$ cat src/rtl/braille_word_decoder.sv
// braille_word_decoder
//   Converts a stream of 6-bit Braille digit cells into BCD. Consecutive
//   digits are packed into a right-justified word, and a space cell
//   (6'b000000) closes the word. An invalid cell, or a digit past DIGITS,
//   gives a one-cycle Error pulse. The rest of that word is then discarded
//   up to and including the next space.
//
// Ports
//   clk         rising-edge clock
//   reset       asynchronous, active-high reset
//   CellIn      6-bit Braille cell
//   CellValid   CellIn is valid this cycle
//   CellReady   the decoder accepts a cell this cycle (registered)
//   BCDOut      packed word; the last digit is in [3:0] and unused nibbles are 0
//   DigitCount  number of digits in BCDOut
//   WordValid   BCDOut/DigitCount are valid; held until WordReady
//   WordReady   the consumer accepts the word
//   Error       one-cycle pulse for an invalid cell or a digit overflow
module braille_word_decoder #(
  parameter int DIGITS = 4,
  parameter int CW     = $clog2(DIGITS + 1)
) (
  input  logic                clk,
  input  logic                reset,
  input  logic [5:0]          CellIn,
  input  logic                CellValid,
  output logic                CellReady,
  output logic [4*DIGITS-1:0] BCDOut,
  output logic [CW-1:0]       DigitCount,
  output logic                WordValid,
  input  logic                WordReady,
  output logic                Error
);

  localparam int W = 4 * DIGITS;

  typedef enum logic [1:0] {
    S_COLLECT,
    S_EMIT,
    S_DISCARD
  } state_t;

  state_t         state;
  logic [W-1:0]   acc;
  logic [CW-1:0]  count;
  logic           accept;
  logic           cell_invalid;
  logic           cell_space;
  logic [3:0]     cell_bcd;

  // Result layout: {invalid, space, bcd}.
  function automatic logic [5:0] decode_cell(input logic [5:0] c);
    case (c)
      6'b001110: decode_cell = {2'b00, 4'd0};
      6'b000001: decode_cell = {2'b00, 4'd1};
      6'b000101: decode_cell = {2'b00, 4'd2};
      6'b000011: decode_cell = {2'b00, 4'd3};
      6'b001011: decode_cell = {2'b00, 4'd4};
      6'b001001: decode_cell = {2'b00, 4'd5};
      6'b000111: decode_cell = {2'b00, 4'd6};
      6'b001111: decode_cell = {2'b00, 4'd7};
      6'b001101: decode_cell = {2'b00, 4'd8};
      6'b000110: decode_cell = {2'b00, 4'd9};
      6'b000000: decode_cell = {2'b01, 4'd0};
      default:   decode_cell = {2'b10, 4'd0};
    endcase
  endfunction

  assign {cell_invalid, cell_space, cell_bcd} = decode_cell(CellIn);

  // CellReady is a register, so an accept always matches what the source saw.
  assign accept = CellValid && CellReady;

  always_ff @(posedge clk or posedge reset) begin
    if (reset) begin
      state      <= S_COLLECT;
      acc        <= '0;
      count      <= '0;
      BCDOut     <= '0;
      DigitCount <= '0;
      WordValid  <= 1'b0;
      Error      <= 1'b0;
      CellReady  <= 1'b0;
    end else begin
      Error <= 1'b0;
      case (state)
        S_COLLECT: begin
          CellReady <= 1'b1;
          if (accept) begin
            if (cell_invalid) begin
              Error <= 1'b1;
              state <= S_DISCARD;
            end else if (cell_space) begin
              // A space with no digits collected is ignored: no empty words.
              if (count != '0) begin
                BCDOut     <= acc;
                DigitCount <= count;
                WordValid  <= 1'b1;
                CellReady  <= 1'b0;
                state      <= S_EMIT;
              end
            end else if (count == CW'(DIGITS)) begin
              Error <= 1'b1;
              state <= S_DISCARD;
            end else begin
              acc   <= (acc << 4) | W'(cell_bcd);
              count <= count + 1'b1;
            end
          end
        end

        S_EMIT: begin
          // CellReady rises with the handshake edge, so the next cell is
          // accepted no earlier than the edge after the word is taken.
          if (WordReady) begin
            WordValid <= 1'b0;
            CellReady <= 1'b1;
            acc       <= '0;
            count     <= '0;
            state     <= S_COLLECT;
          end
        end

        S_DISCARD: begin
          CellReady <= 1'b1;
          // Digits and invalid cells are swallowed silently until a space.
          if (accept && cell_space) begin
            acc   <= '0;
            count <= '0;
            state <= S_COLLECT;
          end
        end

        default: state <= S_COLLECT;
      endcase
    end
  end

endmodule

$ cat config.mk
export PLATFORM = sky130hd
export DESIGN_NAME = braille_word_decoder
export DESIGN_NICKNAME = d
export VERILOG_FILES = /design/src/rtl/braille_word_decoder.sv
export SDC_FILE = /design/constraint.sdc
export NUM_CORES = 1
export LEC_CHECK = 0
export ABC_CLOCK_PERIOD_IN_PS = 2500
export CAP_MARGIN = 20
export CORE_UTILIZATION = 50
export CTS_CLUSTER_SIZE = 10
export DETAILED_ROUTE_END_ITERATION = 8
export MAX_ROUTING_LAYER = met4
export PLACE_DENSITY = 0.87
export SYNTH_ARGS = -nofsm -noshare
export SYNTH_HDL_FRONTEND = slang
export SYNTH_SLANG_ARGS = --single-unit
$ cat constraint.sdc
create_clock -name clk -period 2.5 [get_ports clk]
set_input_delay 0.5 -clock clk [delete_from_list [all_inputs] [get_ports clk]]
set_output_delay 0.5 -clock clk [all_outputs]
set_load 0.03 [all_outputs]
Word level (Yosys, flattened, before mapping):

Memory sizes are Yosys's and may differ from the RTL's.
Index checks and enable logic that the tools add are counted.

* memory bits (read-only): 96
* memories kept: 1
* register bits: 43
* logic and storage cells: 77
* output and inout port bits: 22
* input port bits: 10

Memory list
* (no name shown): depth 16, bits a word 6, rd ports 1, clocked after Yosys merged registers in 0, write ports 0, line 53 `case (c)`

* multiplexer cells: 40
* equality and inequality tests: 13
* reduce and logical (&&, ||, !) cells: 12
* add/subtract/negate cells: 1
* bitwise operators: 2

Operators by type and width (number)
* $mux 16: 6
* $pmux 16 s3: 1
* $mux 3: 6
* $ne 2x2->1 const B: 8
* $or 16x4->16: 1
* $mux 1: 15
* $mux 2: 7
* $reduce_and 5->1: 2
* $pmux 3 s3: 1
* $ne 4x4->1 const B: 2
* $reduce_and 7->1: 1
* $mux 6: 1
* $pmux 2 s3: 1
* $reduce_and 6->1: 1
* $reduce_bool 3->1: 2
* $logic_not 2->1: 2
* $add 3x1->3 const B: 1
* $eq 3x3->1 const B: 1
* $pmux 1 s3: 1
* $eq 2x1->1 const B: 1
* $eq 2x2->1 const B: 1
* $logic_and 1x1->1: 2
* $pmux 1 s2: 1
* $reduce_and 2->1: 1
* other kinds (2): 2

Longest topological paths before layout:

* word-level depth: 8
* depth in mapped cells: 7
* gate-level depth less buffers: 6

Least setup slack after synthesis:

OpenSTA, ideal clock, no wires.

* path kind: register to register
* start point: reg count[0]
* end point: reg acc[11]
* stages on the path, launching flop included: 8
* arrival: 1.855 ns
* data required time: 2.375 ns
* path slack: 0.519 ns
* library setup time: 0.125 ns
* clock period less this slack: 1.981 ns
* buffers on the path: 1
* cells stage by stage: dfrtp_1 inv_1 ha_1 a211o_2 o31ai_4 nand3_4 buf_6 mux2_4

* cells in the longest elaborated chain, start to end: 3

RTL lines
* from (decl): line 45 `logic [CW-1:0] count;`
* from (signal assigned): line 107 `count <= count + 1'b1;`
* $eq 3x3->1: line 102 `end else if (count == CW'(DIGITS)) begin`
* $ne 2x2->1 (no line)
* $reduce_and 7->1 (no line)
* to (signal assigned): line 106 `acc <= (acc << 4) | W'(cell_bcd);`
* to (decl): line 44 `logic [W-1:0] acc;`

No other way between the ends.
A chain may end at the register's enable or synchronous reset.

Worst setup path after layout:

* start point: in CellIn[1]
* end point: reg acc[15]

* cells in the longest elaborated chain, start to end: 5
* elaborated cells on any way between the ends: 7
* those cells by class: eq/ne (3); mux (1); reduce/logical (2); memory (1)

RTL lines
* from (decl): line 25 `input logic [5:0] CellIn,`
* $mem_v2 16x6 *
* $mux 6 *: line 53
* $logic_and 1x1->1: line 127 `if (accept && cell_space) begin`
* $ne 2x2->1 (no line)
* $reduce_and 7->1 (no line) *

Every way passes the cells marked *; elsewhere a longest branch is shown, timed or not.

==> results.md <==
* Status: finished, final reports clean
* Worst hold stages at 2
* Net Count, Synth at 190
* Global Route met2 Usage at 0.296
* Area Growth Syn to Fin at 24.6%
* HPWL Detailed at about 2.6 mm
* Synthesized flop and latch total at 43
* Routed vias at 1430
* Setup CP Type: in2reg
* Initial antenna violation count at 0
* TritonCTS sink count at 43
* Die height at 67.7 microns
* Required @ worst endpoint at 2.68 ns
* Setup TNS Final at 0 ns
* Gp weighted congestion at between 0.8 and 0.9
* Pre-CTS WS at 0.0177 ns
* Worst hold path class: reg2reg
* Busiest layer in global routing: met2
* Io pins at 32
* Synthesized cell area at 2160 sq um
* Setup Buffers After CTS at 0
* Unrepaired setup endpoints after global routing: false
* Largest net degree at the start of global routing at 44
* Hold_ws at slightly below 0.5 ns
* Filler cells at between 300 and 400
* Yosys warning total at 0
* Routed Wire Length at ~3.6 mm
* Library cells used by synthesis at 38
* Fin crit period at ~2.2 ns
* Max-cap violations at 0
* Vias in the first global route at 1423
* P_leak at 0.00128 uW
* Core Area at slightly above 4000 sq um
* Final core utilization at 0.662
* Startpoint types: input port
* Share of cells above drive strength 1 at 0.295
* CTS tree: yes
* Initial drt markers at 30
* Total CTS buffers at 5
* Cell taking the most area after synthesis: dfrtp_1
* Wirelength per Cell at 13.5 microns
* Die ar. at 4580 sq um
* Hold buffers post-CTS at 0
* Setup violators final at 0
* Initial Util at 0.531
* Root Buffer: clkbuf_8
* Post-route ant nets at 0
* ANT cells at 0
* Final nets at 232
* Final period util at 0.868
* Die X-Extent at 67.7 microns
* Slew Viols, Final at 0
* Final hold violation count at 0
* Crit path DAT at 2.35 ns
* Critical path endpoint category: register
* Post-cts resize count at 0
* Syn avg cell area at 12.4 sq um
* Global route overflow at 0
* All-Layer GR Usage at 0.187
* Top-area cell type share of the netlist area at 0.499
* First-pass detailed-route iteration total at 4
* Main area contributors after synthesis: dfrtp_1, mux2_2, mux2_4
* GRT met3 Usage at 0.0557
* Area of the multi-input gates at 996 sq um
* Synth Instances at ~170
* CTS H-tree depth at 2
* Fin Clk Skew at 0.00538 ns
* Register area at approximately 1100 sq um
* Slack of the critical path at approximately 0.33 ns
* Worst-Margin Slew at around 0.53 ns
* Port buffer count at 31
* Clk slew on worst S/H paths at 0.07 ns
* Seq/Total Area, Yosys at 0.499
* Max_slew headroom at 0.650
* Row cnt at 23
* Highest net fanout along the worst path at 18
* F_max at 461 MHz
* FF-to-FF path depth at 6
* Residual DRC at 0
* First-pass GRT wire length at 6.04 mm
* Worst-Skew Late Latency at 0.30 ns
* Met1 usage at 0.221
* CTS max path bufs at 2
* Worst vdd ir at 0.392 mV
* Pwr dens at 829 nW/um^2
* Via/cell ratio at between 5 and 6
## per-stage QoR
stage                     instances  area [sq um]  power (uW)
after floorplan                 174          2160        1430
final                           267          2690        2230
after global placement          259          2550        1590
after global routing            267          2690        2360
after CTS                       267          2690        2250
after detailed placement        259          2550        1620
## area by class of cell
| type | count | share of cell area |
|---|---|---|
| Sequential cell | 43 | 0.401 |
| Tap cell | 50 | 0.0233 |
| Timing Repair Buffer | 42 | 0.146 |
| Multi-Input combinational cell | 117 | 0.371 |
| Inverter | 7 | 0.00978 |
| Clock buffer | 6 | 0.0270 |
| Clock inverter | 2 | 0.0224 |
## placed cells by master (no fill, tap or decap), drive strengths merged, types with 2 or more instances in the layout
master         count
nand3b             2
o21a               2
nand3              4
clkbuf             6
a211o              2
a31oi              2
clkdlybuf4s50     31
buf               11
mux2              32
nand2              9
nor3               4
ha                 6
nand2b             3
nor2               7
o31ai              2
a311o              2
a21oi              9
dfrtp             43
and2b              6
inv                7
mux2i              2
nor2b              7
and3               2
o21ai              5
bufinv             2
## worst max-delay path, stage by stage
cell and delay [ns]:
clkdlybuf4s50_1 0.66, a21oi_1 0.21, o31ai_4 0.30, nand3_4 0.29, mux2_4 0.38
## cell families (layout without fill, tap and decap cells)
| kind of cell | count (synthesis) | count (layout) | share of synthesized area |
|---|---|---|---|
| compound gates | 28 | 28 | 0.0952 |
| fa+ha+maj | 6 | 6 | 0.0348 |
| buf+inv | 14 | 57 | 0.0389 |
| flops | 43 | 43 | 0.499 |
| mux | 34 | 34 | 0.189 |
| simple gates | 49 | 49 | 0.143 |
## power by group
group | internal [uW] | switching (uW)
Clock | 399 | 230
Combinational | 352 | 364
Sequential | 801 | 79.2
## worst paths after layout
check                              startpoint            end  slack [ns]
worst min-delay path            DigitCount[0]  DigitCount[0]        0.49
worst min register to register  DigitCount[0]  DigitCount[0]        0.49
worst max register to register       count[0]        acc[15]        0.35
worst max-delay path                CellIn[1]        acc[15]        0.33
max in group asynchronous               reset      WordValid        1.51
min in group asynchronous               reset     BCDOut[13]        0.64
## synth_stat cells (all sizes together)
| library cell | instances |
|---|---|
| mux2 | 32 |
| nor2b | 7 |
| and3 | 2 |
| nand3b | 2 |
| a211o | 2 |
| nand3 | 4 |
| o31ai | 2 |
| mux2i | 2 |
| o21ai | 5 |
| nor2 | 7 |
| or3b | 1 |
| a41o | 1 |
| dfrtp | 43 |
| dlygate4sd1 | 1 |
| a31oi | 2 |
| or2b | 1 |
| nor4 | 1 |
| nand2 | 9 |
| o2bb2ai | 1 |
| nand4 | 1 |
| a21oi | 9 |
| inv | 7 |
| and2b | 6 |
| a311o | 2 |
| ha | 6 |
| nor3 | 4 |
| nand2b | 3 |
| o21a | 2 |
| o2111ai | 1 |
| buf | 6 |
| o21ba | 1 |
| or4b | 1 |
## sequential cells by signal, summed over array words and instances, names as in the netlist
name,count
DigitCount,3
acc,16
WordValid,1
Error,1
BCDOut,16
CellReady,1
state,2
count,3
## layer usage
layer	part of all wire	vias to the layer above
li1	-	698
met1	0.47	692
met2	0.47	36
met3	0.045	4
met4	0.010	0
met5	0	-
Note: power is estimated with default switching activity, not from simulation.
